**config.mk**
```make
export PLATFORM = sky130hd
export DESIGN_NAME = tdm_audio_deserializer
export DESIGN_NICKNAME = d
export VERILOG_FILES = /design/src/rtl/tdm_audio_deserializer.sv
export SDC_FILE = /design/constraint.sdc
export NUM_CORES = 1
export LEC_CHECK = 0
export CORE_MARGIN = 3
export CORE_UTILIZATION = 54
export CTS_CLUSTER_SIZE = 16
export DETAILED_ROUTE_END_ITERATION = 10
export HOLD_SLACK_MARGIN = 0.08
export PLACE_DENSITY_LB_ADDON = 0.25
export SLEW_MARGIN = 10
export SYNTH_ARGS = -nofsm -noshare
export SYNTH_HDL_FRONTEND = slang
export SYNTH_SLANG_ARGS = --single-unit
```
**constraint.sdc**
```tcl
create_clock -name clk -period 3.51 [get_ports clk]
set_clock_uncertainty 0.05 [all_clocks]
set_input_delay 0.8775 -clock clk [delete_from_list [all_inputs] [get_ports clk]]
set_output_delay 0.8775 -clock clk [all_outputs]
set_load 0.02 [all_outputs]
```
**src/rtl/tdm_audio_deserializer.sv**
```systemverilog
`default_nettype none
// ============================================================================
// tdm_audio_deserializer : oversampled 16-slot TDM capture, frame-atomic publish
// Revision 1.0
// ============================================================================
module tdm_audio_deserializer #(
    parameter int IO_WIDTH     = 24,
    parameter int NUM_CHANNELS = 16,
    parameter int SLOT_BITS    = 32,
    parameter int SYNC_STAGES  = 2
) (
    input  logic                clk,
    input  logic                reset_n,
    input  logic                tdm_sclk,
    input  logic                tdm_fsync,
    input  logic                tdm_sdata,
    output logic [IO_WIDTH-1:0] audio_inputs [0:NUM_CHANNELS-1],
    output logic                frame_strobe,
    output logic                frame_error,
    output logic                locked
);

    localparam int BIT_W  = (SLOT_BITS > 1) ? $clog2(SLOT_BITS) : 1;
    localparam int SLOT_W = (NUM_CHANNELS > 1) ? $clog2(NUM_CHANNELS) : 1;

    localparam logic [BIT_W-1:0]  BIT_LAST      = BIT_W'(SLOT_BITS - 1);
    localparam logic [BIT_W-1:0]  BIT_DATA_LAST = BIT_W'(IO_WIDTH - 1);
    localparam logic [SLOT_W-1:0] SLOT_LAST     = SLOT_W'(NUM_CHANNELS - 1);

    typedef enum logic [0:0] {
        HUNT = 1'b0,
        RUN  = 1'b1
    } state_t;

    logic [SYNC_STAGES-1:0] sclk_sync_q,  sclk_sync_d;
    logic [SYNC_STAGES-1:0] fsync_sync_q, fsync_sync_d;
    logic [SYNC_STAGES-1:0] sdata_sync_q, sdata_sync_d;
    logic                   sclk_prev_q,  sclk_prev_d;
    logic                   rise_q,       rise_d;
    logic                   fsync_s_q,    fsync_s_d;
    logic                   sdata_s_q,    sdata_s_d;

    state_t                 state_q,      state_d;
    logic [BIT_W-1:0]       bit_cnt_q,    bit_cnt_d;
    logic [SLOT_W-1:0]      slot_cnt_q,   slot_cnt_d;
    logic [IO_WIDTH-1:0]    shift_q,      shift_d;
    logic [IO_WIDTH-1:0]    shadow_q [0:NUM_CHANNELS-1];
    logic [IO_WIDTH-1:0]    shadow_d [0:NUM_CHANNELS-1];
    logic [IO_WIDTH-1:0]    audio_q  [0:NUM_CHANNELS-1];
    logic [IO_WIDTH-1:0]    audio_d  [0:NUM_CHANNELS-1];
    logic                   strobe_q,     strobe_d;
    logic                   error_q,      error_d;
    logic                   locked_q,     locked_d;

    logic [IO_WIDTH-1:0]    word;
    logic                   frame_end;

    always_comb begin
        // One shared chain depth keeps fsync/sdata aligned with the sclk edge
        sclk_sync_d  = {sclk_sync_q[SYNC_STAGES-2:0],  tdm_sclk};
        fsync_sync_d = {fsync_sync_q[SYNC_STAGES-2:0], tdm_fsync};
        sdata_sync_d = {sdata_sync_q[SYNC_STAGES-2:0], tdm_sdata};
        sclk_prev_d  = sclk_sync_q[SYNC_STAGES-1];
        rise_d       = sclk_sync_q[SYNC_STAGES-1] & ~sclk_prev_q;
        fsync_s_d    = fsync_sync_q[SYNC_STAGES-1];
        sdata_s_d    = sdata_sync_q[SYNC_STAGES-1];

        state_d    = state_q;
        bit_cnt_d  = bit_cnt_q;
        slot_cnt_d = slot_cnt_q;
        shift_d    = shift_q;
        shadow_d   = shadow_q;
        audio_d    = audio_q;
        strobe_d   = 1'b0;
        error_d    = 1'b0;
        locked_d   = locked_q;

        word      = {shift_q[IO_WIDTH-2:0], sdata_s_q};
        frame_end = (slot_cnt_q == SLOT_LAST) && (bit_cnt_q == BIT_LAST);

        if (rise_q) begin
            case (state_q)
                HUNT: begin
                    if (fsync_s_q) begin
                        state_d    = RUN;
                        bit_cnt_d  = '0;
                        slot_cnt_d = '0;
                    end
                end
                default: begin
                    shift_d = word;
                    if (fsync_s_q && !frame_end) begin
                        error_d    = 1'b1;
                        locked_d   = 1'b0;
                        bit_cnt_d  = '0;
                        slot_cnt_d = '0;
                    end else begin
                        if (bit_cnt_q == BIT_DATA_LAST) begin
                            shadow_d[slot_cnt_q] = word;
                        end
                        if (bit_cnt_q == BIT_LAST) begin
                            bit_cnt_d  = '0;
                            slot_cnt_d = slot_cnt_q + SLOT_W'(1);
                        end else begin
                            bit_cnt_d = bit_cnt_q + BIT_W'(1);
                        end
                        // shadow_d rather than shadow_q so SLOT_BITS == IO_WIDTH still publishes the last word
                        if (frame_end) begin
                            slot_cnt_d = '0;
                            audio_d    = shadow_d;
                            strobe_d   = 1'b1;
                            if (fsync_s_q) begin
                                locked_d = 1'b1;
                            end else begin
                                error_d  = 1'b1;
                                locked_d = 1'b0;
                                state_d  = HUNT;
                            end
                        end
                    end
                end
            endcase
        end
    end

    always_ff @(posedge clk) begin
        if (!reset_n) begin
            sclk_sync_q  <= '0;
            fsync_sync_q <= '0;
            sdata_sync_q <= '0;
            sclk_prev_q  <= 1'b0;
            rise_q       <= 1'b0;
            fsync_s_q    <= 1'b0;
            sdata_s_q    <= 1'b0;
            state_q      <= HUNT;
            bit_cnt_q    <= '0;
            slot_cnt_q   <= '0;
            shift_q      <= '0;
            shadow_q     <= '{default: '0};
            audio_q      <= '{default: '0};
            strobe_q     <= 1'b0;
            error_q      <= 1'b0;
            locked_q     <= 1'b0;
        end else begin
            sclk_sync_q  <= sclk_sync_d;
            fsync_sync_q <= fsync_sync_d;
            sdata_sync_q <= sdata_sync_d;
            sclk_prev_q  <= sclk_prev_d;
            rise_q       <= rise_d;
            fsync_s_q    <= fsync_s_d;
            sdata_s_q    <= sdata_s_d;
            state_q      <= state_d;
            bit_cnt_q    <= bit_cnt_d;
            slot_cnt_q   <= slot_cnt_d;
            shift_q      <= shift_d;
            shadow_q     <= shadow_d;
            audio_q      <= audio_d;
            strobe_q     <= strobe_d;
            error_q      <= error_d;
            locked_q     <= locked_d;
        end
    end

    assign audio_inputs = audio_q;
    assign frame_strobe = strobe_q;
    assign frame_error  = error_q;
    assign locked       = locked_q;

endmodule
`default_nettype wire

```
# Yosys cells after proc, flatten, opt, wreduce, memory -nomap -nowiden
# Cells that the tools add are included.
word_totals:
  word_cells: 98
  output_inout_bits: 387
  regBits: 814
op_classes:
  reduce_logical: 14
  eq_ne: 4
  add_sub_neg: 2
  bitwise: 7
  magnitude_cmp: 2
  muxes: 23
op_table:
  columns: ["operator", "count"]
  rows:
  - ["384-bit bitwise mux", 1]
  - ["384-bit 2-to-1 mux", 1]
  - ["24-bit demux with 4-bit select", 1]
  - ["24-bit 2-to-1 mux", 1]
  - ["4-bit 2-to-1 mux", 5]
  - ["5-bit 2-to-1 mux", 4]
  - ["3-bit AND reduction", 4]
  - ["5-bit == test, second input constant", 2]
  - ["1-bit 2-to-1 mux", 10]
  - ["5-bit by 1-bit adder with 5-bit output, second input constant", 1]
  - ["5-bit greater-or-equal comparator, second input constant", 1]
  - ["5-bit by 1-bit less-than comparator with 1-bit output, second input constant", 1]
  - ["1-bit NOT", 5]
  - ["4-bit NOT with 5-bit output", 1]
  - ["4-bit by 1-bit adder with 4-bit output, second input constant", 1]
  - ["4-bit == test, second input constant", 1]
  - ["4-bit by 1-bit != test with 1-bit output, second input constant", 1]
  - ["2-bit AND reduction", 2]
  - ["4-bit AND reduction", 1]
  - ["2-bit nonzero test", 2]
  - ["4-bit OR reduction", 1]
  - ["1-bit logical AND", 3]
  - ["1-bit bitwise AND", 1]
  - ["1-bit logical NOT", 1]

# Logic depth before layout (Yosys ltp)
# Gate-level depths: netlist (run 1).
depth:
  depth_word: 7
  ltp_mapped: 12
  mapped_depth_nobuf: 9

# Worst setup path before layout (run 1)
# No wires, ideal clock.
synth_path:
  path_kind: "register to register"
  startpoint: "register bit_cnt_q[0]"
  endpoint: "register shadow_q[161] (netlist bit)"
  period_less_slack_ps: 3046
  setup_ps: 128
  path_buffers: 3
  path_stages_with_launch: 13
  arrival_time_ps: 2867
  path_slack_ps: 464
  cell_sequence: "dfxtp_1 -> ha_1 -> and3_1 -> ha_1 -> nand4_1 -> ha_1 -> nand3b_1 -> buf_6 -> or4_4 -> buf_6 -> buf_6 -> nand3_1 -> o21ai_1"
synth_between:
  elab_chain_cells: 6
  elab_cells_between_ends: 8
synth_rtl:
  columns: ["element", "line_no", "text"]
  rows:
  - ["from (decl)", "44", "logic [BIT_W-1:0] bit_cnt_q, bit_cnt_d;"]
  - ["from (signal assigned)", "153", "bit_cnt_q <= bit_cnt_d;"]
  - ["5-bit == test", "79", "frame_end = (slot_cnt_q == SLOT_LAST) && (bit_cnt_q == BIT_LAST);"]
  - ["1-bit logical AND", "79", null]
  - ["1-bit logical NOT", "92", "if (fsync_s_q && !frame_end) begin"]
  - ["1-bit logical AND", "92", null]
  - ["1-bit NOT (no line)", null, null]
  - ["3-bit AND reduction (no line)", null, null]
  - ["to (signal assigned)", "156", "shadow_q <= shadow_d;"]
  - ["to (decl)", "47", "logic [IO_WIDTH-1:0] shadow_q [0:NUM_CHANNELS-1];"]
# Parallel ways exist; a longest one is shown, timed or not.
# A chain may end at the register's enable or synchronous reset.

# Worst setup path in the final report (run 1)
layout_path:
  startpoint: "register bit_cnt_q[0]"
  endpoint: "register audio_q (netlist bit audio_inputs[56])"
layout_between:
  elab_chain_cells: 6
  elab_cells_between_ends: 8
layout_rtl:
  columns: ["element", "line_no", "text"]
  rows:
  - ["5-bit == test", "79", null]
  - ["1-bit logical AND", "79", null]
  - ["1-bit logical NOT", "92", null]
  - ["1-bit logical AND", "92", null]
  - ["1-bit NOT (no line)", null, null]
  - ["4-bit AND reduction (no line)", null, null]
  - ["to (signal assigned)", "157", "audio_q <= audio_d;"]
  - ["to (decl)", "49", "logic [IO_WIDTH-1:0] audio_q [0:NUM_CHANNELS-1];"]
# Parallel ways exist; a longest one is shown, timed or not.

==> impl_metrics.csv, run 1 <==
group,metric,value,unit
place,placed_cells,4273,
route,wirelength,92600,um
synthesis,synth_most_common_cell,"nand2_1",
hold_path,hold_path_class,"flip-flop to flip-flop",
finish,drive_above_1_share,6.34,%
synthesis,ys_ff_latch,814,
worst_setup_path,arrival,3750,ps
synthesis,synthArstFlopShare,0,%
cts,cts_setup_buffers,0,
run_status,outcome,"complete, no violations",
floorplanning,coreArea,52000,um2
finish,area_delta_synth_final,22.9,%
finish,multiInputGateArea,10900,um2
worst_setup_path,crit_type,"flip-flop to flip-flop",
route,dr.pass1.iters,7,
power,power.density,511,nW/um2
sta,drv_slew,0,
place,place_congestion,0.846,
sta,rsz0062_at_grt,"no",
route,drcViolationCount,0,
floorplanning,rows,83,
cts,cts.clk_slew.worst_paths,60,ps
worst_setup_path,rr_worst_depth,12,
global_routing,grt_pass1_vias,22900,
cts,cts_sinks,814,
cts,clock-root-buffer,"clkbuf_16",
sta,setup_viol,0,
synthesis,syn_area,28800,um2
sta,hold_viol_final,0,
cts,hold_buffers,0,
power,switchingPower,0.00384,W
route,drt_iter0_markers,2837,
power,p_comb_share,1.2,%
route,wl_per_cell,20.9,um
hold_path,hold_path_depth,1,
worst_setup_path,end_kind,"flip-flop",
synthesis,ys_warn_count,0,
sta,fin_crit_sh,92.6,%
finish,instances_no_fill,4422,
floorplanning,die_x,237,um
worst_setup_path,critPathLaunchType,"flip-flop",
synthesis,syn_nets,3489,
route,vias,25300,
worst_setup_path,r2r_setup_slack,260,ps
synthesis,synth_area_leaders,"dfxtp_1 (57%), nand2_1 (12%), a21oi_1 (7.2%), nand3_1 (6.8%), o21ai_0 (5.8%)",
floorplanning,fp.dieH,237,um
cts,cts_tree,"built",
hold_path,hold_end,"rise_q$_SDFF_PN0_",
cts,cts_buffers,81,
worst_setup_path,rr_endpoint,"audio_inputs[56]$_SDFFE_PN0P_",
sta,tightestPinTransition,1230,ps
sta,setup_tns,0,ps
sta,relSlewSlack,17.8,%
flow_run,cap_violations,0,
cts,htreeDepth,3,
sta,fin_ws,259,ps
worst_setup_path,cp_max_fo,72,
finish,n_fill_cell,4275,
synthesis,syn_inst,3474,
place,hpwl,55100,um
hold_path,hold_start,"sclk_prev_q$_SDFF_PN0_",
global_routing,antenna_found_initial,4,
place,portBuffers,391,
synthesis,synth_top_area_share,56.6,%
cts,clk_latency,630,ps
power,p_int,0.0142,W
synthesis,ys_types,44,
synthesis,synth_area_per_cell,8.28,um2
route,vias_per_cell,5.73,
route,detail-route-antenna-nets,0,
floorplanning,ios,392,
global_routing,grt_max_degree,153,
floorplanning,initial_utilization,55.3,%
worst_setup_path,cp.required,4000,ps
sta,timing.final.crit_period,3250,ps
finish,nets,3691,
global_routing,grt_usage,31.7,%
power,total_power,0.0181,W
power,seqPwrFrac,51.2,%
power,ir_worst_vdd,0.000388,V
sta,worst_hold_slack,341,ps
worst_setup_path,reg2reg_from,"bit_cnt_q[0]$_SDFFE_PN0P_",
floorplanning,dieArea,56100,um2
global_routing,grt-ovfl-total,0,
synthesis,yosysSeqAreaShare,56.6,%
synthesis,synth_common_cells,"nand2_1 (894), dfxtp_1 (814), a21oi_1 (414)",
synthesis,synth-edff-count,0,
power,p_leak,11.7,nW
synthesis,synth_top_area_cell,"dfxtp_1",
place,post-place-ws,262,ps
sta,max_freq,308,MHz
power,sw_frac_of_total,21.3,%
global_routing,grt_pass1_wl,138000,um
power,clkPwrFrac,47.7,%
synthesis,synth_ff_type,"dfxtp_1",
finish,regArea,16300,um2
cts,clockBufferDepth,3,
==> routing by layer <==
metal  up-vias  global-route usage [%]  part of all wire, %
met2      1091                    50.0                   46
li1      12100                       -                    -
met5         -                       0                0.029
met1     11900                    41.4                   41
met4         4                    14.4                  4.8
met3       248                    7.28                  8.5
==> area by class of cell <==
class / count / area share [%]
Sequential cell: 814 / 46.1
Multi-Input combinational cell: 2307 / 30.7
Tap cell: 680 / 2.41
Inverter: 9 / 0.117
Timing Repair Buffer: 463 / 13.1
Clock inverter: 29 / 0.676
Clock buffer: 119 / 6.85
Antenna cell: 1 / 0.00708
==> state kept, by name, indices dropped and copies added, names as in the netlist <==
| name | flops |
|---|---|
| audio_inputs | 384 |
| bit_cnt_q | 5 |
| frame_error | 1 |
| frame_strobe | 1 |
| fsync_s_q | 1 |
| fsync_sync_q | 2 |
| locked | 1 |
| rise_q | 1 |
| sclk_prev_q | 1 |
| sclk_sync_q | 2 |
| sdata_s_q | 1 |
| sdata_sync_q | 2 |
| shadow_q | 384 |
| shift_q | 23 |
| slot_cnt_q | 4 |
| state_q | 1 |
==> per-stage QoR <==
step	utilization [%]	area, um2
final	67.9	35300
after global routing	67.9	35300
after CTS	67.9	35300
after detailed placement	62.8	32700
after global placement	62.8	32700
after floorplan	-	28800
==> placed cells by master (no fill, tap or decap), types with 4 or more instances in the layout <==
master / instances
a21oi_1: 414
a31oi_1: 47
and2_1: 11
buf_12: 14
buf_4: 58
clkbuf_1: 14
clkbuf_16: 82
clkbuf_8: 23
clkdlybuf4s50_1: 390
clkinv_2: 20
dfxtp_1: 814
ha_1: 9
inv_1: 8
inv_6: 4
nand2_1: 893
nand3_1: 390
nand4_1: 6
nor2_1: 7
nor3_2: 4
nor4_4: 4
o21ai_0: 331
o21ai_1: 147
o21ai_2: 8
or4_4: 8
==> kinds of logic (layout without fill, tap and decap cells) <==
| logic type | after synthesis | count (layout) | synth area share (%) |
|---|---|---|---|
| buffers and inverters | 353 | 620 | 5.76 |
| AOI/OAI and AO/OA | 953 | 953 | 17.0 |
| adders and majority gates | 10 | 10 | 0.435 |
| and+or+nand+nor | 1341 | 1341 | 20.1 |
| DFF | 814 | 814 | 56.6 |
| other | 0 | 1 | 0 |
| xor gates and xnor gates | 3 | 3 | 0.0914 |
==> worst max path at each step <==
stage | slack [ps] | to | start | cells past startpoint
2_1_floorplan | 460 | shadow_q[161]$_SDFFE_PN0P_ | bit_cnt_q[0]$_SDFFE_PN0P_ | 12
3_3_place_gp | 360 | audio_inputs[66]$_SDFFE_PN0P_ | bit_cnt_q[0]$_SDFFE_PN0P_ | 12
3_5_place_dp | 260 | audio_inputs[56]$_SDFFE_PN0P_ | bit_cnt_q[0]$_SDFFE_PN0P_ | 12
4_1_cts | 240 | audio_inputs[56]$_SDFFE_PN0P_ | bit_cnt_q[0]$_SDFFE_PN0P_ | 12
5_1_grt | 20 | audio_inputs[88]$_SDFFE_PN0P_ | bit_cnt_q[0]$_SDFFE_PN0P_ | 12
6_report | 260 | audio_inputs[56]$_SDFFE_PN0P_ | bit_cnt_q[0]$_SDFFE_PN0P_ | 12
==> critical path, cell delays in order (launching register included) <==
cell and delay, ps:
dfxtp_1 380, ha_2 280, and3_1 180, ha_1 260, nand4_1 180, ha_1 280
nand3b_1 170, buf_4 230, nor2_4 300, buf_4 240, buf_12 290, o21ai_0 120
a21oi_1 170
==> power by group through the flow <==
stage	registers (W)	clock network, W	logic [W]
5_1_grt	0.00924	0.00905	0.000226
2_1_floorplan	0.00945	0	0.000151
3_3_place_gp	0.00945	0	0.000207
6_report	0.00924	0.00861	0.000212
3_5_place_dp	0.00945	0	0.000208
4_1_cts	0.00924	0.00867	0.000207
==> what timing repair did <==
action | in CTS | in global routing
setup endpoints to repair | 0 | 86
endpoints found under the hold margin | 0 | 0
gates resized for setup | 0 | 1
Power figures use the tool's default switching activity.
==> run 2: changes to the inputs <==
Settings changed: CORE_UTILIZATION 54 to 25.
==> run 2 against run 1 <==
  * Global-route usage fell by 13 points
  * Register-to-register slack improved by 60 ps
  * Largest power group is now the clock network
  * Clock power rose by 9.4%
==> impl_metrics.csv, run 2 (synthesized netlist as in run 1, its figures left out) <==
group,metric,value,unit
run_status,outcome,"complete, no violations",
worst_setup_path,rr_endpoint,"audio_inputs[9]$_SDFFE_PN0P_",
worst_setup_path,rr_worst_depth,12,
sta,tightestPinTransition,1090,ps
finish,drive_above_1_share,7.35,%
worst_setup_path,critPathSlowestCell,"dfxtp_1",
worst_setup_path,cp.required,4040,ps
worst_setup_path,critPathMaxStageDelay,360,ps
finish,area_delta_synth_final,28.3,%
global_routing,antenna_found_initial,5,
worst_setup_path,crit_type,"flip-flop to flip-flop",
sta,hold_viol_final,0,
hold_path,hold_start,"sclk_prev_q$_SDFF_PN0_",
hold_path,hold_path_class,"flip-flop to flip-flop",
worst_setup_path,end_kind,"flip-flop",
power,seqPwrFrac,48.9,%
worst_setup_path,crit_top_cell,"ha_1",
floorplanning,die_x,345,um
power,power.density,512,nW/um2
power,p_leak,12.0,nW
power,total_power,0.0189,W
power,p_int,0.0147,W
flow_run,cap_violations,0,
cts,cts_buffers,94,
route,dr.pass1.iters,5,
route,wirelength,113000,um
cts,cts_resized,0,
floorplanning,fp.dieH,345,um
route,drt_iter0_markers,1789,
worst_setup_path,critPathLaunchType,"flip-flop",
route,wl_per_cell,21.5,um
sta,max_freq,314,MHz
worst_setup_path,critPathLaunch,"bit_cnt_q[0]$_SDFFE_PN0P_",
sta,timing.final.crit_period,3190,ps
finish,layout_commonest_cell,"nand2_1",
place,portBuffers,391,
power,switchingPower,0.00422,W
cts,cts_sinks,814,
sta,fin_crit_sh,90.8,%
global_routing,grt-ovfl-total,0,
sta,relSlewSlack,27.0,%
sta,setup_tns,0,ps
worst_setup_path,cp_max_fo,88,
power,clkPwrFrac,49.8,%
worst_setup_path,arrival,3720,ps
cts,cts_tree,"built",
sta,setup_viol,0,
floorplanning,rows,123,
sta,fin_ws,321,ps
route,detail-route-antenna-nets,0,
cts,clk_latency,670,ps
finish,mostFrequentLayoutCells,"nand2_1 (880), dfxtp_1 (814), a21oi_1 (414), nand3_1 (390), clkdlybuf4s50_1 (390)",
floorplanning,coreArea,113000,um2
power,sw_frac_of_total,22.3,%
finish,n_fill_cell,12000,
power,p_comb_share,1.3,%
route,drcViolationCount,0,
sta,drv_slew,0,
cts,htreeDepth,3,
worst_setup_path,r2r_setup_slack,320,ps
cts,clockBufferDepth,3,
cts,cts_setup_buffers,0,
floorplanning,ios,392,
place,place_congestion,0.785,
cts,hold_buffers,0,
global_routing,grt_usage,18.3,%
finish,nets,3727,
cts,cts.clk_slew.worst_paths,60,ps
worst_setup_path,crit_path_cell_trace,"ha_1, and3_1, ha_1, nand4_1, ha_1, nand3b_1, buf_4, nor2_4, buf_4, buf_12, o21ai_0, a31oi_1",
floorplanning,dieArea,119000,um2
place,post-place-ws,370,ps
global_routing,grt_pass1_vias,22900,
route,vias_per_cell,4.69,
cts,clock-root-buffer,"clkbuf_16",
place,hpwl,68800,um
global_routing,grt_pass1_wl,163000,um
sta,rsz0062_at_grt,"no",
worst_setup_path,reg2reg_from,"bit_cnt_q[0]$_SDFFE_PN0P_",
route,vias,24800,
power,ir_worst_vdd,0.000301,V
worst_setup_path,crit_path_end,"audio_inputs[9]$_SDFFE_PN0P_",
global_routing,grt_max_degree,99,
floorplanning,initial_utilization,25.4,%
[run 2: changes by cell type in the layout (fill, tap and decap cells not counted), moves of 2 or more]
cell,previous run,this run
clkbuf_1,14,27
clkinv_4,0,3
buf_12,14,17
nand2_1,893,880
bufinv_16,2,0
inv_6,4,2
nand2_2,0,13
clkbuf_16,82,94
clkinvlp_4,1,6
buf_4,58,78
clkinv_2,20,11
[run 2: worst min-delay path by stage]
stage	to	slack, ps	depth (start not counted)
after global placement	rise_q$_SDFF_PN0_	330	1
after detailed placement	rise_q$_SDFF_PN0_	320	1
after CTS	rise_q$_SDFF_PN0_	330	1
final	rise_q$_SDFF_PN0_	330	1
after global routing	rise_q$_SDFF_PN0_	360	1
after floorplan	rise_q$_SDFF_PN0_	320	1
[run 2: area by class of cell]
class	instances	area, um2	area share (%)
well taps	1500	1880	5.09
inverters	9	41.3	0.112
clock buffers	143	2760	7.47
clock inverters	24	180	0.488
repair buffers	486	4840	13.1
flip-flops and latches	814	16300	44.2
multi-input cells	2307	10900	29.5
diodes	2	5.00	0.0136
[run 2: power groups by stage]
stage / logic [W] / clock network [W] / registers, W
5_1_grt: 0.000255 / 0.0101 / 0.00924
2_1_floorplan: 0.000151 / 0 / 0.00945
3_5_place_dp: 0.000239 / 0 / 0.00945
3_3_place_gp: 0.000240 / 0 / 0.00945
6_report: 0.000238 / 0.00942 / 0.00925
4_1_cts: 0.000239 / 0.00972 / 0.00924
[run 2: routing by layer]
metal  share of wire, %  up-vias  global-route usage [%]
met2                 46      686                    29.4
met5                  0        -                       0
met3                6.8      155                    4.86
met1                 45    11700                    24.0
li1                   -    12200                       -
met4                2.7        0                    5.67
[run 2: critical path, delay by kind of cell, from the launching register on]
| kind | cells | cell delay, ps |
|---|---|---|
| AND/OR/NAND/NOR | 4 | 790 |
| adder cells (fa/ha/maj) | 3 | 700 |
| buffers and inverters | 3 | 780 |
| AO/OA/AOI/OAI | 2 | 300 |
| flip-flops | 1 | 360 |
[run 2: through the flow]
step,cell area [um2],hold slack (ps),util (%),instances
2_1_floorplan,28800,317,-,3474
3_3_place_gp,34000,325,30.0,5116
3_5_place_dp,34000,322,30.0,5116
4_1_cts,36900,331,32.6,5283
5_1_grt,36900,362,32.6,5283
6_report,36900,330,32.6,5285
